`src/rtl/conv_pkg.sv`:
```
// rtl/conv_pkg.sv - shared types and constants for the convolution issue stage

package conv_pkg;

    typedef enum logic [2:0] {
        ST_IDLE,
        ST_LAUNCH,
        ST_WAIT,
        ST_RESP,
        ST_FLUSH
    } conv_state_t;

    localparam logic [6:0]  CUSTOM_OPC_DEF = 7'b0001011;
    localparam logic [31:0] NOP_INSN_DEF   = 32'h0000_0013;

    typedef struct packed {
        logic [31:0] opcode;
        logic [31:0] pc;
        logic        invalid;
        logic [4:0]  rd_idx;
        logic [4:0]  ra_idx;
        logic [4:0]  rb_idx;
        logic [31:0] ra_operand;
        logic [31:0] rb_operand;
    } issue_fields_t;

    function automatic logic is_custom(input logic [31:0] insn, input logic [6:0] opc);
        return insn[6:0] == opc;
    endfunction

endpackage

```
`src/rtl/conv_timeout_ctr.sv`:
```
// rtl/conv_timeout_ctr.sv - saturating cycle counter used to abort a stuck conv operation

module conv_timeout_ctr (
    input  logic        clk_i,
    input  logic        rst_i,
    input  logic        clear,
    input  logic        enable,
    input  logic [31:0] limit,
    output logic        expired
);

    logic [31:0] count;

    // Clear wins over enable so the first cycle after entry always reads zero.
    always_ff @(posedge clk_i or negedge rst_i) begin
        if (!rst_i) begin
            count <= '0;
        end else if (clear) begin
            count <= '0;
        end else if (enable && (count != '1)) begin
            count <= count + 32'd1;
        end
    end

    assign expired = (count >= limit);

endmodule

```
`src/rtl/conv_issue.sv`:
```
// rtl/conv_issue.sv - issues custom instructions to the convolution unit and returns its writeback

module conv_issue
    import conv_pkg::*;
#(
    parameter logic [6:0]  CUSTOM_OPC     = CUSTOM_OPC_DEF,
    parameter int unsigned TIMEOUT_CYCLES = 1024,
    parameter logic [31:0] NOP_INSN       = NOP_INSN_DEF
) (
    input  logic        clk_i,
    input  logic        rst_i,
    input  logic        issue_valid_i,
    input  logic [31:0] issue_opcode_i,
    input  logic [31:0] issue_pc_i,
    input  logic        issue_invalid_i,
    input  logic [4:0]  issue_rd_idx_i,
    input  logic [4:0]  issue_ra_idx_i,
    input  logic [4:0]  issue_rb_idx_i,
    input  logic [31:0] issue_ra_operand_i,
    input  logic [31:0] issue_rb_operand_i,
    output logic        issue_accept_o,
    output logic        stall_o,
    input  logic        flush_i,
    output logic [31:0] conv_opcode_o,
    output logic [31:0] conv_pc_o,
    output logic        conv_invalid_o,
    output logic [4:0]  conv_rd_idx_o,
    output logic [4:0]  conv_ra_idx_o,
    output logic [4:0]  conv_rb_idx_o,
    output logic [31:0] conv_ra_operand_o,
    output logic [31:0] conv_rb_operand_o,
    input  logic        conv_busy_i,
    input  logic        conv_valid_i,
    input  logic [31:0] conv_writeback_i,
    output logic        wb_valid_o,
    output logic [4:0]  wb_rd_idx_o,
    output logic [31:0] wb_value_o,
    input  logic        wb_ready_i,
    output logic        timeout_o
);

    conv_state_t   state, next_state;
    issue_fields_t lat;
    logic [31:0]   wb_value_q;
    logic          accept_ok;
    logic          capture;
    logic          expired;
    logic          in_count_state;
    logic          ctr_clear;

    // Gated by reset so nothing is accepted while the block is held in reset.
    assign accept_ok = rst_i && (state == ST_IDLE) && issue_valid_i
                     && is_custom(issue_opcode_i, CUSTOM_OPC) && !conv_busy_i && !flush_i;
    assign capture   = conv_valid_i && !flush_i && ((state == ST_LAUNCH) || (state == ST_WAIT));

    assign in_count_state = (state == ST_WAIT) || (state == ST_FLUSH);
    assign ctr_clear      = ((next_state == ST_WAIT) || (next_state == ST_FLUSH)) && (next_state != state);

    conv_timeout_ctr u_timeout_ctr (
        .clk_i   (clk_i),
        .rst_i   (rst_i),
        .clear   (ctr_clear),
        .enable  (in_count_state),
        .limit   (32'(TIMEOUT_CYCLES)),
        .expired (expired)
    );

    always_ff @(posedge clk_i or negedge rst_i) begin
        if (!rst_i) begin
            state <= ST_IDLE;
        end else begin
            state <= next_state;
        end
    end

    always_ff @(posedge clk_i or negedge rst_i) begin
        if (!rst_i) begin
            lat        <= '0;
            wb_value_q <= '0;
        end else begin
            if (accept_ok) begin
                lat <= '{opcode: issue_opcode_i, pc: issue_pc_i, invalid: issue_invalid_i,
                         rd_idx: issue_rd_idx_i, ra_idx: issue_ra_idx_i, rb_idx: issue_rb_idx_i,
                         ra_operand: issue_ra_operand_i, rb_operand: issue_rb_operand_i};
            end
            if (capture) begin
                wb_value_q <= conv_writeback_i;
            end
        end
    end

    // Flush outranks a result arriving in the same cycle; a result outranks a timeout.
    always_comb begin
        next_state = state;
        case (state)
            ST_IDLE: begin
                if (accept_ok) next_state = ST_LAUNCH;
            end
            ST_LAUNCH, ST_WAIT: begin
                if (flush_i) begin
                    next_state = ST_FLUSH;
                end else if (conv_valid_i) begin
                    next_state = (lat.rd_idx == 5'd0) ? ST_IDLE : ST_RESP;
                end else if (state == ST_LAUNCH) begin
                    next_state = ST_WAIT;
                end else if (expired) begin
                    next_state = ST_IDLE;
                end
            end
            ST_RESP: begin
                if (flush_i || wb_ready_i) next_state = ST_IDLE;
            end
            ST_FLUSH: begin
                if (conv_valid_i || !conv_busy_i || expired) next_state = ST_IDLE;
            end
            default: next_state = ST_IDLE;
        endcase
    end

    always_comb begin
        issue_accept_o    = accept_ok;
        stall_o           = (state != ST_IDLE);
        wb_valid_o        = (state == ST_RESP) && !flush_i;
        wb_rd_idx_o       = lat.rd_idx;
        wb_value_o        = wb_value_q;
        timeout_o         = ((state == ST_WAIT) && !flush_i && !conv_valid_i && expired)
                         || ((state == ST_FLUSH) && !conv_valid_i && conv_busy_i && expired);
        conv_opcode_o     = (state == ST_LAUNCH) ? lat.opcode : NOP_INSN;
        conv_invalid_o    = (state == ST_LAUNCH) && lat.invalid;
        conv_pc_o         = lat.pc;
        conv_rd_idx_o     = lat.rd_idx;
        conv_ra_idx_o     = lat.ra_idx;
        conv_rb_idx_o     = lat.rb_idx;
        conv_ra_operand_o = lat.ra_operand;
        conv_rb_operand_o = lat.rb_operand;
    end

endmodule

```
`config.mk`:
```
export PLATFORM = sky130hd
export DESIGN_NAME = conv_issue
export DESIGN_NICKNAME = d
export VERILOG_FILES = /design/src/rtl/conv_pkg.sv /design/src/rtl/conv_timeout_ctr.sv /design/src/rtl/conv_issue.sv
export SDC_FILE = /design/constraint.sdc
export NUM_CORES = 1
export LEC_CHECK = 0
export CORE_ASPECT_RATIO = 1.75
export CORE_MARGIN = 8
export CORE_UTILIZATION = 44
export CTS_CLUSTER_DIAMETER = 100
export DETAILED_ROUTE_END_ITERATION = 10
export PLACE_DENSITY = 0.8
export SLEW_MARGIN = 20
export SYNTH_ARGS = -nofsm -noshare
export SYNTH_HDL_FRONTEND = slang
export SYNTH_SLANG_ARGS = --single-unit
```
`constraint.sdc`:
```
create_clock -name clk_i -period 2.58 [get_ports clk_i]
set_input_delay 0.516 -clock clk_i [delete_from_list [all_inputs] [get_ports clk_i]]
set_output_delay 0.516 -clock clk_i [all_outputs]
set_load 0.05 [all_outputs]
```
==> Word level (Yosys, flattened, before mapping) <==
Cells that the tools add are included.
{ "op_classes": {"n_lt_le_gt_ge": 1, "addsub": 1, "n_reduce_logical": 32, "n_mux": 12, "eq_ne": 9} }
{ "op_table": {"columns": ["op", "count"], "rows": [
  ["two-way mux 32 bit", 3],
  ["adder 32 x 1 -> 32 bit, second input constant", 1],
  [">= comparator 32 x 11 -> 1 bit, second input constant", 1],
  ["!= test 32 bit, second input constant", 1],
  ["two-way mux 3 bit", 7],
  ["logical AND 1 bit", 17],
  ["one-hot mux 3 bit (4 select lines)", 1],
  ["equality test 3 x 2 -> 1 bit, second input constant", 3],
  ["equality test 7 x 4 -> 1 bit, second input constant", 1],
  ["logical OR 1 bit", 7],
  ["equality test 3 bit, second input constant", 2],
  ["zero test 5 bit", 1],
  ["equality test 3 x 1 -> 1 bit, second input constant", 1],
  ["zero test 1 bit", 3],
  ["zero test 3 bit", 1],
  ["!= test 3 bit", 1],
  ["nonzero test 3 bit", 1],
  ["two-way mux 2 bit", 1],
  ["nonzero test 2 bit", 1],
  ["OR reduction 2 bit", 1]
]} }
{ "totals": {"out_inout_bits": 185, "regBits": 211, "input_bits": 183} }

==> Depth between registers and ports, before layout <==
{ "logic_depth": {"ltp_word": 12, "ltp_mapped": 9, "depth_no_buf": 6} }

==> Modules after synthesis <==
Synthesis repeated with hierarchy kept, for this count alone.
{ "unflattened": {"hier_cells": 877, "hier_area_um2": 10795.4} }
{ "by_module_without_submodules": {"columns": ["module", "cells_each", "seq_area_each_um2", "area_each_um2", "instances"], "rows": [
  ["conv_issue", 572, 4479.3, 8124.0, 1],
  ["conv_timeout_ctr", 305, 800.8, 2671.3, 1]
]} }

==> Worst setup path after synthesis <==
No wires, ideal clock.
{ "synth_path": {"path_type": "reg-to-output", "from": "register state[1]", "to": "output timeout_o", "t_arrival_ps": 2540, "path_stages_with_launch": 6, "t_required_ps": 2064, "setup_slack_ps": -476, "path_buffers": 2, "path_cell_list": "dfrtp_1 > buf_4 > clkbuf_1 > nand2_1 > o21ai_0 > nor4b_1"} }
{ "synth_between": {"elab_chain_cells": 5, "word_cells_on_any_way": 9} }
{ "synth_lines": {"columns": ["item", "line_no", "rtl"], "rows": [
  ["from (decl)", "conv_issue.sv:42", "conv_state_t state, next_state;"],
  ["from (signal assigned)", "conv_issue.sv:72", "state <= next_state;"],
  ["equality test 3 x 2 -> 1 bit or equality test 3 bit (tied branches)", "conv_issue.sv:126, conv_issue.sv:127", null],
  ["logical AND 1 bit, on equally long branches (3 in series)", "conv_issue.sv:126, conv_issue.sv:127", null],
  ["logical OR 1 bit (*)", "conv_issue.sv:127", "|| ((state == ST_FLUSH) && !conv_valid_i && conv_busy_i && expired);"],
  ["to (decl)", "conv_issue.sv:39", "output logic timeout_o"]
]} }
Mark *: on every way between the ends. The rest lies on a longest branch, timed or not.

==> Worst setup path after layout <==
{ "layout_path": {"from": "register u_timeout_ctr.count[12]", "to": "output timeout_o"} }
{ "layout_between": {"elab_chain_cells": 3, "word_cells_on_any_way": 4} }
{ "layout_lines": {"columns": ["item", "line_no", "rtl"], "rows": [
  ["from (decl)", "conv_timeout_ctr.sv:12", "logic [31:0] count;"],
  ["from (signal assigned)", "conv_timeout_ctr.sv:21", "count <= count + 32'd1;"],
  [">= comparator 32 x 11 -> 1 bit (*)", "conv_timeout_ctr.sv:25", "assign expired = (count >= limit);"],
  ["logical AND 1 bit, on equally long branches", "conv_issue.sv:126, conv_issue.sv:127", null],
  ["logical OR 1 bit (*)", "conv_issue.sv:127", null]
]} }
Marked as above.

==> results.txt <==
* Result of the run: finished clean
- Across the run, the number of max-cap violations was 0.
- Weighted congestion at the end of routability-driven global placement: between 0.8 and 0.9
* Worst slew margin relative to its limit: 0.344
* Number of unique standard cell types used by synthesis: 50
- In the final layout, the share of cells above drive strength 1 is 0.121.
* Total wire length: 31500 µm
- Classification of the worst-slack hold path: in -> async
- After detailed placement, the total cell area comes to around 14000 µm².
- TritonCTS built the clock tree.
- Worst slew pin tran: 0.983 ns
* Count of non-filler cells in the finished layout: 1655
* TritonRoute pass-1 iters: 5
- Number of max-slew violations in the final report: 0
* Worst EP required: around 2 ns
* Routed vias: about 8400
* Finished layout cell area: 14500 µm²
- Cell total after placement: around 1600
- Yosys mapped a number of flops with a built-in enable equal to 0.
* Gate count of the mapped netlist: about 1100
- Setup violations remaining at the end of the flow were counted as 0.
- The first routing iteration left ~560 violations.
- During I/O placement, the number of pins put on the boundary was 368.
- After synthesis the netlist holds a flip-flop and latch count of ~210.
* Antenna violations before repair: 1
- Summing internal, switching and leakage power gives 7.68 mW.
- Fin worst setup slack: about 0.018 ns
- Syn avg cell area: 9.26 µm²
- The initialized floorplan defines 73 standard-cell rows.
* Pin count of the biggest net entering global routing: between 150 and 200
- In this run the deepest clock path goes through 3 buffers.
- Slack of the worst reg-to-reg path: around 0.23 ns
* Worst reg2reg path depth: 5
* Area of the die: between 20000 and 30000 µm²
- In this run the static leakage power is about 7.0 nW.
- In the final timing run, aggregate negative setup slack is 0 ns.
- CP startpoint kind: flop
* Initial cell density of the core: 0.443
- Buffer type at the clock tree root: sky130_fd_sc_hd__clkbuf_16
* H-tree depth reported by CTS: 1
* Die width: around 130 µm
- Net count after synthesis: between 1000 and 1500
- The first global-routing pass estimated about 48000 µm of wire.
* Max Clock Skew: 0.0146 ns
* Share of flip-flops with an asynchronous set or reset after synthesis: 1.00
* Placeable core region: between 20000 and 25000 µm²
- Number of global-route vias before repair: about 8700
- Subtracting the final worst setup slack from the clock period gives approximately 2.6 ns.
* Y dimension of the die: 215 µm
- The worst setup path is captured at an output port.
- During synthesis, Yosys emitted a total of 0 warnings.
- Number of sinks on the clock net: 211
* Unrepaired setup endpoints after global routing: true
* Drt wl/cell: approximately 19 µm
- The startpoint identified for the worst register-to-register timing path is u_timeout_ctr.count[14]$_DFFE_PN0P_.
- Clock latency at the later pin of the worst-skew pair: 0.52 ns
- Total half-perimeter wirelength after legalization and detailed placement: between 20000 and 25000 µm
- For this design the ratio of total power to cell area is about 530 nW/µm².
- Arrival @ worst endpoint: 2.05 ns
- Synth-to-Final Area Change: 44.8%
- The final layout contains between 1500 and 2000 nets.
- In the synthesized netlist the dominant register cell turns out to be sky130_fd_sc_hd__dfrtp_1.
- Util after Layout: 0.641
* Post-CTS clock slew at the launch and capture registers of the worst setup and hold paths: around 0.06 ns
- Worst hold margin: ~0.20 ns
- GRT Util Overall: 0.223
- Highest achievable clock rate: around 0.39 GHz
* Sequential share of the synthesized area: 0.528
- Worst reg2reg endpoint: u_timeout_ctr.count[21]$_DFFE_PN0P_
- The hold violation count in the final report came to 0.
* Overall overflow remaining after global route: 0
- VDD sags by at most 0.529 mV.
- In this run the tool buffered the top-level ports with around 370 buffer cells.
- The number of clock buffers added by TritonCTS is 22.
* Routed via count divided by cell count: ~5
- Worst-case setup slack after placement: 0.0481 ns
- Post-route clock period utilization: 0.993
* Fill cell count: 1785
- After detailed routing, the number of remaining DRC violations is 0.
* Setup CP Type: reg -> out
- Largest driver fanout on the critical path: 3
- The detail route stage leaves a number of antenna-violating nets equal to 0.
- Netlist Area Pre-Place: between 9000 and 10000 µm²
==> final cells by class <==
type                            count  area, µm²  area share
Timing Repair Buffer              402       4370       0.302
Sequential cell                   211       5280       0.365
Clock buffer                       28        624      0.0431
Antenna cell                        1       2.50    0.000173
Inverter                           12       47.5     0.00329
Tap cell                          300        375      0.0259
Multi-Input combinational cell    689       3600       0.249
Clock inverter                     12        166      0.0115
==> where the power goes <==
group	internal, mW	leakage (nW)	total (mW)	switching, mW
Sequential	3.36	2.78	3.40	0.0404
Combinational	0.388	3.82	0.786	0.398
Clock	2.12	0.392	3.50	1.38
==> Yosys cell counts, types with 4 or more instances <==
library cell	n	area, µm²
sky130_fd_sc_hd__buf_4	117	878
sky130_fd_sc_hd__nor3_1	5	25.0
sky130_fd_sc_hd__or3_1	21	131
sky130_fd_sc_hd__nand4_1	6	37.5
sky130_fd_sc_hd__nand2_1	429	1610
sky130_fd_sc_hd__dfrtp_1	211	5280
sky130_fd_sc_hd__nor4_1	6	37.5
sky130_fd_sc_hd__and4_1	5	43.8
sky130_fd_sc_hd__nand2b_1	4	25.0
sky130_fd_sc_hd__buf_2	20	100
sky130_fd_sc_hd__a21oi_1	9	45.0
sky130_fd_sc_hd__o21ai_0	19	95.1
sky130_fd_sc_hd__clkbuf_1	29	109
sky130_fd_sc_hd__and3_1	4	25.0
sky130_fd_sc_hd__a22oi_1	23	173
sky130_fd_sc_hd__nor2_1	9	33.8
sky130_fd_sc_hd__inv_1	11	41.3
sky130_fd_sc_hd__mux2_2	32	360
sky130_fd_sc_hd__or4_1	10	75.1
sky130_fd_sc_hd__xnor2_1	4	35.0
sky130_fd_sc_hd__and2_1	36	225
sky130_fd_sc_hd__o31ai_1	9	67.6
sky130_fd_sc_hd__nand3_1	19	95.1
==> routing by layer <==
metal	wire length [µm]	part of all wire	vias up	global-route usage
met3	2020	0.064	96	0.0546
li1	-	-	3916	-
met4	1710	0.054	0	0.122
met2	16900	0.53	300	0.399
met5	0	0	-	0
met1	11000	0.35	4072	0.231
==> worst max-delay path by stage <==
stage	startpoint	to
after detailed placement	flush_i	u_timeout_ctr.count[8]$_DFFE_PN0P_
after global placement	issue_opcode_i[4]	issue_accept_o
after global routing	u_timeout_ctr.count[12]$_DFFE_PN0P_	timeout_o
after CTS	u_timeout_ctr.count[10]$_DFFE_PN0P_	timeout_o
after floorplan	state[0]$_DFF_PN0_	issue_accept_o
final	u_timeout_ctr.count[12]$_DFFE_PN0P_	timeout_o
==> cell families (layout without fill, tap and decap cells) <==
kind of cell    Yosys count  after routing  synth area share
mux                      34             34            0.0381
flops                   211            211             0.528
xor+xnor                  7              7           0.00613
buf+inv                 180            454             0.115
fa+ha+maj                 2              2           0.00250
other cells               0              1                 0
compound gates           76             76            0.0560
simple gates            570            570             0.254
==> layout by cell type (no fill, tap or decap), types with 21 or more instances in the layout <==
master	n
sky130_fd_sc_hd__and2_1	33
sky130_fd_sc_hd__clkbuf_16	23
sky130_fd_sc_hd__buf_12	42
sky130_fd_sc_hd__buf_4	29
sky130_fd_sc_hd__mux2_2	32
sky130_fd_sc_hd__dfrtp_1	209
sky130_fd_sc_hd__nand2_1	429
sky130_fd_sc_hd__clkdlybuf4s50_1	329
sky130_fd_sc_hd__a22oi_1	23
sky130_fd_sc_hd__or3_1	21
==> registers in the layout, summed over array words and instances, names as in the netlist <==
register / cells
conv_pc_o: 32
state: 3
conv_ra_operand_o: 32
wb_value_o: 32
conv_rb_idx_o: 5
conv_ra_idx_o: 5
conv_rd_idx_o: 5
conv_rb_operand_o: 32
u_timeout_ctr.count: 32
lat: 33
==> repair_timing <==
item	4_1_cts	5_1_grt
hold buffers	0	0
gates resized for setup	7	3
pin swaps	2	2
cloned	0	0
setup buffers	3	1
endpoints found under the setup margin	3	12
==> critical path: stages, from the launching register on <==
cell and delay, ns:
sky130_fd_sc_hd__dfrtp_1 0.39, sky130_fd_sc_hd__or4_4 0.56, sky130_fd_sc_hd__nor3_4 0.18, sky130_fd_sc_hd__and2_4 0.19, sky130_fd_sc_hd__nor4b_2 0.05, sky130_fd_sc_hd__buf_12 0.16
Note: power is estimated with default switching activity, not from simulation.
